<file path="src/rtl/port_pkg.sv">
// Shared types and constants for the input-port datapath.
// Used by the port FIFO and the input-port FSM.
package port_pkg;

  localparam int W_WIDTH = 8;

  typedef struct packed {
    logic               eof;
    logic [W_WIDTH-1:0] data;
  } entry_t;

  localparam logic [7:0] SOF_BYTE = 8'hFF;

endpackage

</file>
<file path="src/rtl/fifo_mem.sv">
// Register-array FIFO storage: one synchronous write port, one registered read port.
// The head entry's MSB is also exposed combinationally so callers can act on it in the pop cycle.
module fifo_mem #(
  parameter int WIDTH = 9,
  parameter int DEPTH = 8
) (
  input  logic                     clk,
  input  logic                     rst_n,
  input  logic                     wr_en_i,
  input  logic [$clog2(DEPTH)-1:0] wr_addr_i,
  input  logic [WIDTH-1:0]         wr_data_i,
  input  logic                     rd_en_i,
  input  logic [$clog2(DEPTH)-1:0] rd_addr_i,
  output logic                     head_msb_o,
  output logic [WIDTH-1:0]         rd_data_o
);

  logic [WIDTH-1:0] mem_q [DEPTH];
  logic [WIDTH-1:0] rd_data_q;

  // Storage carries no reset; only entries that were written are ever read.
  always_ff @(posedge clk) begin
    if (wr_en_i) begin
      mem_q[wr_addr_i] <= wr_data_i;
    end
  end

  always_ff @(posedge clk or negedge rst_n) begin
    if (!rst_n) begin
      rd_data_q <= '0;
    end else if (rd_en_i) begin
      rd_data_q <= mem_q[rd_addr_i];
    end
  end

  assign head_msb_o = mem_q[rd_addr_i][WIDTH-1];
  assign rd_data_o  = rd_data_q;

endmodule

</file>
<file path="src/rtl/port_in_fifo.sv">
// Per-port input buffer: delays the byte stream one stage to tag end-of-frame,
// stores tagged bytes in a circular FIFO, counts whole frames and drives port_busy upstream.
module port_in_fifo #(
  parameter  int W_WIDTH   = port_pkg::W_WIDTH,
  parameter  int DEPTH     = 8,
  parameter  int AF_MARGIN = 2,
  localparam int PW        = $clog2(DEPTH),
  localparam int LW        = $clog2(DEPTH) + 1
) (
  input  logic               clk,
  input  logic               rst_n,
  input  logic               wr_en,
  input  logic [W_WIDTH-1:0] data_in,
  input  logic               rd_en,
  input  logic               clr_err,
  output logic [W_WIDTH-1:0] data_out,
  output logic               eof_out,
  output logic               rd_vld,
  output logic               empty,
  output logic               full,
  output logic               port_busy,
  output logic [LW-1:0]      level,
  output logic [LW-1:0]      frame_cnt,
  output logic               ovf,
  output logic               udf
);

  logic [W_WIDTH-1:0] stage_q, stage_d;
  logic               stage_vld_q, stage_vld_d;
  logic [PW-1:0]      wr_ptr_q, wr_ptr_d;
  logic [PW-1:0]      rd_ptr_q, rd_ptr_d;
  logic [LW-1:0]      level_q, level_d;
  logic [LW-1:0]      frame_q, frame_d;
  logic               rd_vld_q;
  logic               ovf_q, ovf_d;
  logic               udf_q, udf_d;

  logic               is_empty, is_full;
  logic               push_req, push_eof, push_ok, pop_ok, head_eof;
  logic [W_WIDTH:0]   push_entry, rd_entry;

  assign is_empty = (level_q == '0);
  assign is_full  = (level_q == LW'(DEPTH));

  always_comb begin
    // A staged byte is the frame's last one exactly when no new byte follows it.
    push_req    = stage_vld_q;
    push_eof    = !wr_en;
    push_entry  = {push_eof, stage_q};
    pop_ok      = rd_en && !is_empty;
    push_ok     = push_req && (!is_full || pop_ok);

    stage_d     = wr_en ? data_in : stage_q;
    stage_vld_d = wr_en;

    wr_ptr_d    = push_ok ? wr_ptr_q + PW'(1) : wr_ptr_q;
    rd_ptr_d    = pop_ok  ? rd_ptr_q + PW'(1) : rd_ptr_q;
    level_d     = level_q + LW'(push_ok) - LW'(pop_ok);
    frame_d     = frame_q + LW'(push_ok && push_eof) - LW'(pop_ok && head_eof);

    ovf_d       = (push_req && !push_ok) ? 1'b1 : (ovf_q && !clr_err);
    udf_d       = (rd_en && is_empty)    ? 1'b1 : (udf_q && !clr_err);
  end

  always_ff @(posedge clk or negedge rst_n) begin
    if (!rst_n) begin
      stage_q     <= '0;
      stage_vld_q <= 1'b0;
      wr_ptr_q    <= '0;
      rd_ptr_q    <= '0;
      level_q     <= '0;
      frame_q     <= '0;
      rd_vld_q    <= 1'b0;
      ovf_q       <= 1'b0;
      udf_q       <= 1'b0;
    end else begin
      stage_q     <= stage_d;
      stage_vld_q <= stage_vld_d;
      wr_ptr_q    <= wr_ptr_d;
      rd_ptr_q    <= rd_ptr_d;
      level_q     <= level_d;
      frame_q     <= frame_d;
      rd_vld_q    <= pop_ok;
      ovf_q       <= ovf_d;
      udf_q       <= udf_d;
    end
  end

  fifo_mem #(
    .WIDTH (W_WIDTH + 1),
    .DEPTH (DEPTH)
  ) u_mem (
    .clk        (clk),
    .rst_n      (rst_n),
    .wr_en_i    (push_ok),
    .wr_addr_i  (wr_ptr_q),
    .wr_data_i  (push_entry),
    .rd_en_i    (pop_ok),
    .rd_addr_i  (rd_ptr_q),
    .head_msb_o (head_eof),
    .rd_data_o  (rd_entry)
  );

  assign data_out  = rd_entry[W_WIDTH-1:0];
  assign eof_out   = rd_entry[W_WIDTH];
  assign rd_vld    = rd_vld_q;
  assign empty     = is_empty;
  assign full      = is_full;
  assign port_busy = (level_q >= LW'(DEPTH - AF_MARGIN));
  assign level     = level_q;
  assign frame_cnt = frame_q;
  assign ovf       = ovf_q;
  assign udf       = udf_q;

  a_level_max : assert property (@(posedge clk) disable iff (!rst_n) level_q <= LW'(DEPTH));
  a_frame_le  : assert property (@(posedge clk) disable iff (!rst_n) frame_q <= level_q);

endmodule

</file>
<file path="config.mk">
export PLATFORM = sky130hd
export DESIGN_NAME = port_in_fifo
export DESIGN_NICKNAME = d
export VERILOG_FILES = /design/src/rtl/port_pkg.sv /design/src/rtl/fifo_mem.sv /design/src/rtl/port_in_fifo.sv
export SDC_FILE = /design/constraint.sdc
export NUM_CORES = 1
export LEC_CHECK = 0
export CAP_MARGIN = 20
export CORE_UTILIZATION = 35
export CTS_CLUSTER_SIZE = 24
export DETAILED_ROUTE_END_ITERATION = 12
export GPL_TIMING_DRIVEN = 0
export PLACE_DENSITY = 0.56
export SYNTH_ARGS = -nofsm -noshare
export SYNTH_HDL_FRONTEND = slang
export SYNTH_SLANG_ARGS = --single-unit
</file>
<file path="constraint.sdc">
create_clock -name clk -period 3.5 [get_ports clk]
set_input_delay 0.875 -clock clk [delete_from_list [all_inputs] [get_ports clk]]
set_output_delay 0.875 -clock clk [all_outputs]
set_load 0.03 [all_outputs]
</file>
# --- After elaboration in Yosys (flattened, before gate mapping) ---
# Memories as Yosys holds them, arrays and structs flattened.
# Index checks and enable logic that the tools add are counted.
totals:
  mem_count: 1
  word_cells: 38
  mem_bits_rw: 72
  register_bits: 35
memory_table:
  columns: ["name", "words", "width", "read_ports", "rd_ports_with_merged_regs", "write_ports", "line_no", "text"]
  rows:
  - ["u_mem.mem_q", 8, 9, 1, 0, 1, "fifo_mem.sv:18", "logic [WIDTH-1:0] mem_q [DEPTH];"]
classes:
  order_cmp: 1
  n_addsub: 6
  n_reduce_logical: 15
  muxes: 4
  n_eq_ne: 1
op_table:
  columns: ["cell", "n"]
  rows:
  - ["$add A4 B1 Y4", 2]
  - ["$logic_and A1 B1 Y1", 8]
  - ["$sub A4 B1 Y4", 2]
  - ["$add A3 B1 Y3 const B", 2]
  - ["$logic_not A1 Y1", 5]
  - ["$eq A4 B4 Y1 const B", 1]
  - ["$ge A4 B3 Y1 const B", 1]
  - ["$logic_not A4 Y1", 1]
  - ["$mux W1", 4]
  - ["$logic_or A1 B1 Y1", 1]

# --- Longest topological paths before layout ---
depth:
  word_depth: 8
  mapped_depth: 11
  mapped_depth_nobuf: 11

# --- By module ---
# Synthesis repeated with hierarchy kept, for this count alone.
hier_totals:
  cells_unflattened: 276
  area_unflattened_um2: 4426.7
by_module_without_submodules:
  columns: ["mod", "cells_per_inst", "area_each_um2", "n_inst", "seq_area_each_um2"]
  rows:
  - ["fifo_mem", 179, 3171.8, 1, 2387.3]
  - ["port_in_fifo", 97, 1255.0, 1, 650.6]

# --- Least setup slack after synthesis ---
# OpenSTA, ideal clock, no wires.
synth_path:
  path_type: "input -> register"
  start: "input rd_en"
  end: "memory u_mem.mem_q[0][0], enable pin"
  path_slack_ns: 0.922
  setup_time_ns: 0.399
  t_arrival_ns: 2.179
  cell_stages: 3
  path_buffers: 0
  path_cell_list: "nor2b_1 -> o21ai_4 -> nor4_1"
synth_via:
  elab_chain_cells: 5
synth_rtl:
  columns: ["item", "line_no", "text"]
  rows:
  - ["start: declaration", "port_in_fifo.sv:14", "input logic rd_en,"]
  - ["$logic_and A1 B1 Y1", "port_in_fifo.sv:50", "pop_ok = rd_en && !is_empty;"]
  - ["$logic_or A1 B1 Y1", "port_in_fifo.sv:51", "push_ok = push_req && (!is_full || pop_ok);"]
  - ["$logic_and A1 B1 Y1", "port_in_fifo.sv:51", null]
  - ["$mux W1", "fifo_mem.sv:23", "if (wr_en_i) begin"]
  - ["$mux W1 (not written as such)", "fifo_mem.sv:24", "mem_q[wr_addr_i] <= wr_data_i;"]
  - ["end: declaration", "fifo_mem.sv:18", null]
# Every way passes these cells.

# --- Worst setup path in the final report ---
layout_path:
  start: "register level_q[3], in the netlist level[3]"
  end: "output empty"
layout_via:
  elab_chain_cells: 1
layout_rtl:
  columns: ["item", "line_no", "text"]
  rows:
  - ["start: declaration", "port_in_fifo.sv:32", "logic [LW-1:0] level_q, level_d;"]
  - ["start signal: assignment", "port_in_fifo.sv:81", "level_q <= level_d;"]
  - ["$logic_not A4 Y1", "port_in_fifo.sv:42", "assign is_empty = (level_q == '0);"]
  - ["end: declaration", "port_in_fifo.sv:19", "output logic empty,"]
# Every way passes these cells.

==> flow_summary.ini <==
[status]
status = finished clean

[floorplan]
pin_count = 36
rows = 40
die_w_um = 114
initial_utilization_pct = 36.3
core_area_mm2 = 0.0122
dieArea_mm2 = 0.0131
die_h_um = 114

[yosys]
ys_ff_latch = 107
synth_cells = 274
ys.flop_type = edfxtp_1
ys_types = 37
ys_seq_area_share_pct = 68.7
postSynthAreaPerCell_um2 = 16.1
async_flop_share_pct = 32.7
synth_area_mm2 = 0.00442
synth-edff-count = 72
ys_warn_count = 0
synth_nets = 301

[cts]
cts.sinks = 107
cts_buffers = 9
clk_pin_slew_ns = 0.07
clk-insertion-delay-late_ns = 0.35
clockBufferDepth = 2
h-tree-depth = 3
cts-root-buf = clkbuf_16
cts_hold_buf = 0
tritoncts = yes

[pwr]
p_sw_share_pct = 34.4
p_sw_w = 0.00158
power_density_mw_per_mm2 = 862
internal-power_w = 0.00301
total_leakage_power_nw = 2.02
seqPwrFrac_pct = 40.4
pwr-share-clk_pct = 22.5
ir_drop_mv = 0.266
combPwrFrac_pct = 37.1

[worst_setup_path]
cpPeakStageDelay_ns = 0.72
timing.rr.end = frame_cnt[2]$_DFF_PN0_
cp.depth = 5
crit_end = empty
cp_num_buf_inv = 3
ff2ff_path_depth = 9
cp_top_family = buffers and inverters
criticalPathCategory = register to output pin
worstReg2RegStart = rd_ptr_q[1]$_DFFE_PN0N_
crit_slowest_cell = clkdlybuf4s50_1
worst-path-max-fanout = 10
cp_cell_sequence = inv_1 -> ha_1 -> nor3b_4 -> clkbuf_2 -> clkdlybuf4s50_1
critPathRequiredTime_ns = 2.62
r2r_setup_slack_ns = 0.89
end_kind = output pin
startpoint_type = register
cp-startpoint = level[3]$_DFF_PN0_
cp_data_arrival_time_ns = 2.38

[drt]
wl_per_cell_um = 16.2
viasPerCell = 4.66
drcViolationCount = 0
drt-total-wl_um = 8090
vias = 2319
ant_nets = 0
first_pass_iters = 4
drt_iter0_markers = 115

[timing]
finalSetupViolCount = 0
finalHoldViolCount = 0
skew_ns = 0.00912
fin_crit_sh_pct = 93.0
fmax_ghz = 0.307
max_slew_margin_pct = 32.8
rsz0062_at_grt = no
timing.final.crit_period_ns = 3.25
slew_viol_final = 0
worst_pin_slew_ns = 1.00
fin_hold_ws_ns = 0.491

[placed_design]
io_buffers = 35
placed_area_mm2 = 0.00502
hpwl_um = 5680
dp_cells = 482
place_congestion = 0.690

[grt]
top_usage_layer = met2
use_met1_pct = 18.6
grt-ovfl-total = 0
gr-usage-met2_pct = 21.3
grt_util_all_layers_pct = 13.7
use_met3_pct = 2.06
antenna_found_initial = 0
grt_pass1_vias = 2402
grt_first_pass_wirelength_um = 13100
grt_max_degree = 36

[cells_and_area]
antenna_cells = 0
final_nets = 352
layout.cells.non_filler = 498
finish.instance_area_mm2 = 0.00533
synthToLayoutAreaGrowth_pct = 20.6
post_route_cells_drive_above_1_share_pct = 19.1
nFillCells = 1111

[worst_hold_path]
hold_path.startpoint = ovf$_DFF_PN0_
hold_class = register to register

[run]
max_cap_viol_count = 0
## cells in the mapped netlist (2+ instances only)
library cell  number  share of area [%]
edfxtp_1          72                 49
dfrtp_1           35                 20
mux2_2            27                6.9
mux2i_1           17                3.9
inv_1             15                1.3
ha_1              12                3.4
a22o_1             9                1.8
o21ai_0            9                1.0
o22ai_1            9                1.3
o31ai_1            8                1.4
xnor2_1            7                1.4
nand2_1            5               0.42
nand2b_1           5               0.71
nor2_1             4               0.34
nor3_1             4               0.45
clkbuf_1           3               0.25
nor2b_1            3               0.42
o211ai_1           3               0.51
a21o_1             2               0.34
a21oi_1            2               0.23
buf_1              2               0.17
buf_4              2               0.34
buf_6              2               0.51
fa_1               2               0.91
nor4_1             2               0.28
xor2_1             2               0.40
## worst min path at each step
| stage | end | slack (ns) | cells past startpoint |
|---|---|---|---|
| after floorplan | wr_ptr_q[2]$_DFFE_PN0P_ | 0.53 | 1 |
| after global placement | ovf$_DFF_PN0_ | 0.48 | 1 |
| after detailed placement | ovf$_DFF_PN0_ | 0.48 | 1 |
| after CTS | ovf$_DFF_PN0_ | 0.50 | 1 |
| after global routing | ovf$_DFF_PN0_ | 0.52 | 1 |
| final | ovf$_DFF_PN0_ | 0.49 | 1 |
## state kept, by name (all words and copies together), names as in the netlist
signal / flops
level: 4
frame_cnt: 4
wr_ptr_q: 3
udf: 1
u_mem.mem_q: 72
rd_ptr_q: 3
stage_q: 8
u_mem.rd_data_o: 9
push_req: 1
ovf: 1
rd_vld: 1
## cells by family (layout without fill, tap and decap cells)
logic type | count (synthesis) | in the layout | share of synthesized area, %
DFF | 107 | 107 | 68.7
AOI/OAI and AO/OA | 46 | 46 | 7.81
muxes | 45 | 45 | 11.1
and+or+nand+nor | 28 | 28 | 3.62
buffers and inverters | 25 | 81 | 2.66
adders and majority gates | 14 | 14 | 4.30
xor gates and xnor gates | 9 | 9 | 1.78
## layout make-up
cell class / count / area, um2 / share of cell area (%)
clock inverter: 6 / 68.8 / 1.29
buffer: 10 / 62.6 / 1.17
clock buffer: 10 / 239 / 4.48
tap: 168 / 210 / 3.94
inverter: 15 / 56.3 / 1.06
sequential: 107 / 3040 / 57.0
timing repair buffer: 40 / 375 / 7.04
multi-input combinational: 142 / 1280 / 24.0
## per-stage QoR
stage	power, W	setup slack (ns)	TNS (ns)	util (%)
2_1_floorplan	0.00302	0.922	0	-
3_3_place_gp	0.00356	-0.245	-4.38	40.9
3_5_place_dp	0.00361	0.191	0	41.2
4_1_cts	0.00465	0.119	0	43.8
5_1_grt	0.00486	0.0868	0	43.8
6_report	0.00459	0.245	0	43.8
## placed cells by master, fill, tap and decap left out, types with 3 or more instances in the layout
master           netlist  routed
a22o_1                 9       9
buf_2                  1       5
buf_4                  2       4
clkbuf_16              0       9
clkdlybuf4s50_1        0      34
dfrtp_1               35      35
edfxtp_1              72      72
ha_1                  12      12
inv_1                 15      15
mux2_2                27      27
mux2i_1               17      17
nand2_1                5       5
nand2b_1               5       5
nor2_1                 4       4
nor2b_1                3       3
nor3_1                 4       3
o211ai_1               3       3
o21ai_0                9       9
o22ai_1                9       9
o31ai_1                8       8
xnor2_1                7       7
## routing by layer
| layer | routed length [um] | part of all wire (%) |
|---|---|---|
| met2 | 3860 | 48 |
| met4 | 183 | 2.3 |
| met1 | 3800 | 47 |
| met3 | 240 | 3.0 |
| met5 | 0 | 0 |
## power by group through the flow
stage               Combinational, W  Clock (W)  Sequential, W
floorplan                   0.000968          0        0.00205
global placement             0.00169          0        0.00187
detailed placement           0.00173          0        0.00188
CTS                          0.00173    0.00106        0.00186
global route                 0.00186    0.00111        0.00189
finish                       0.00170    0.00103        0.00186
## timing repair
item,4_1_cts,5_1_grt
setup buffers,0,0
resized for setup,1,1
endpoints found under the hold margin,0,0
endpoints found under the setup margin,1,1
No activity file was read; power rests on OpenSTA's default activity.
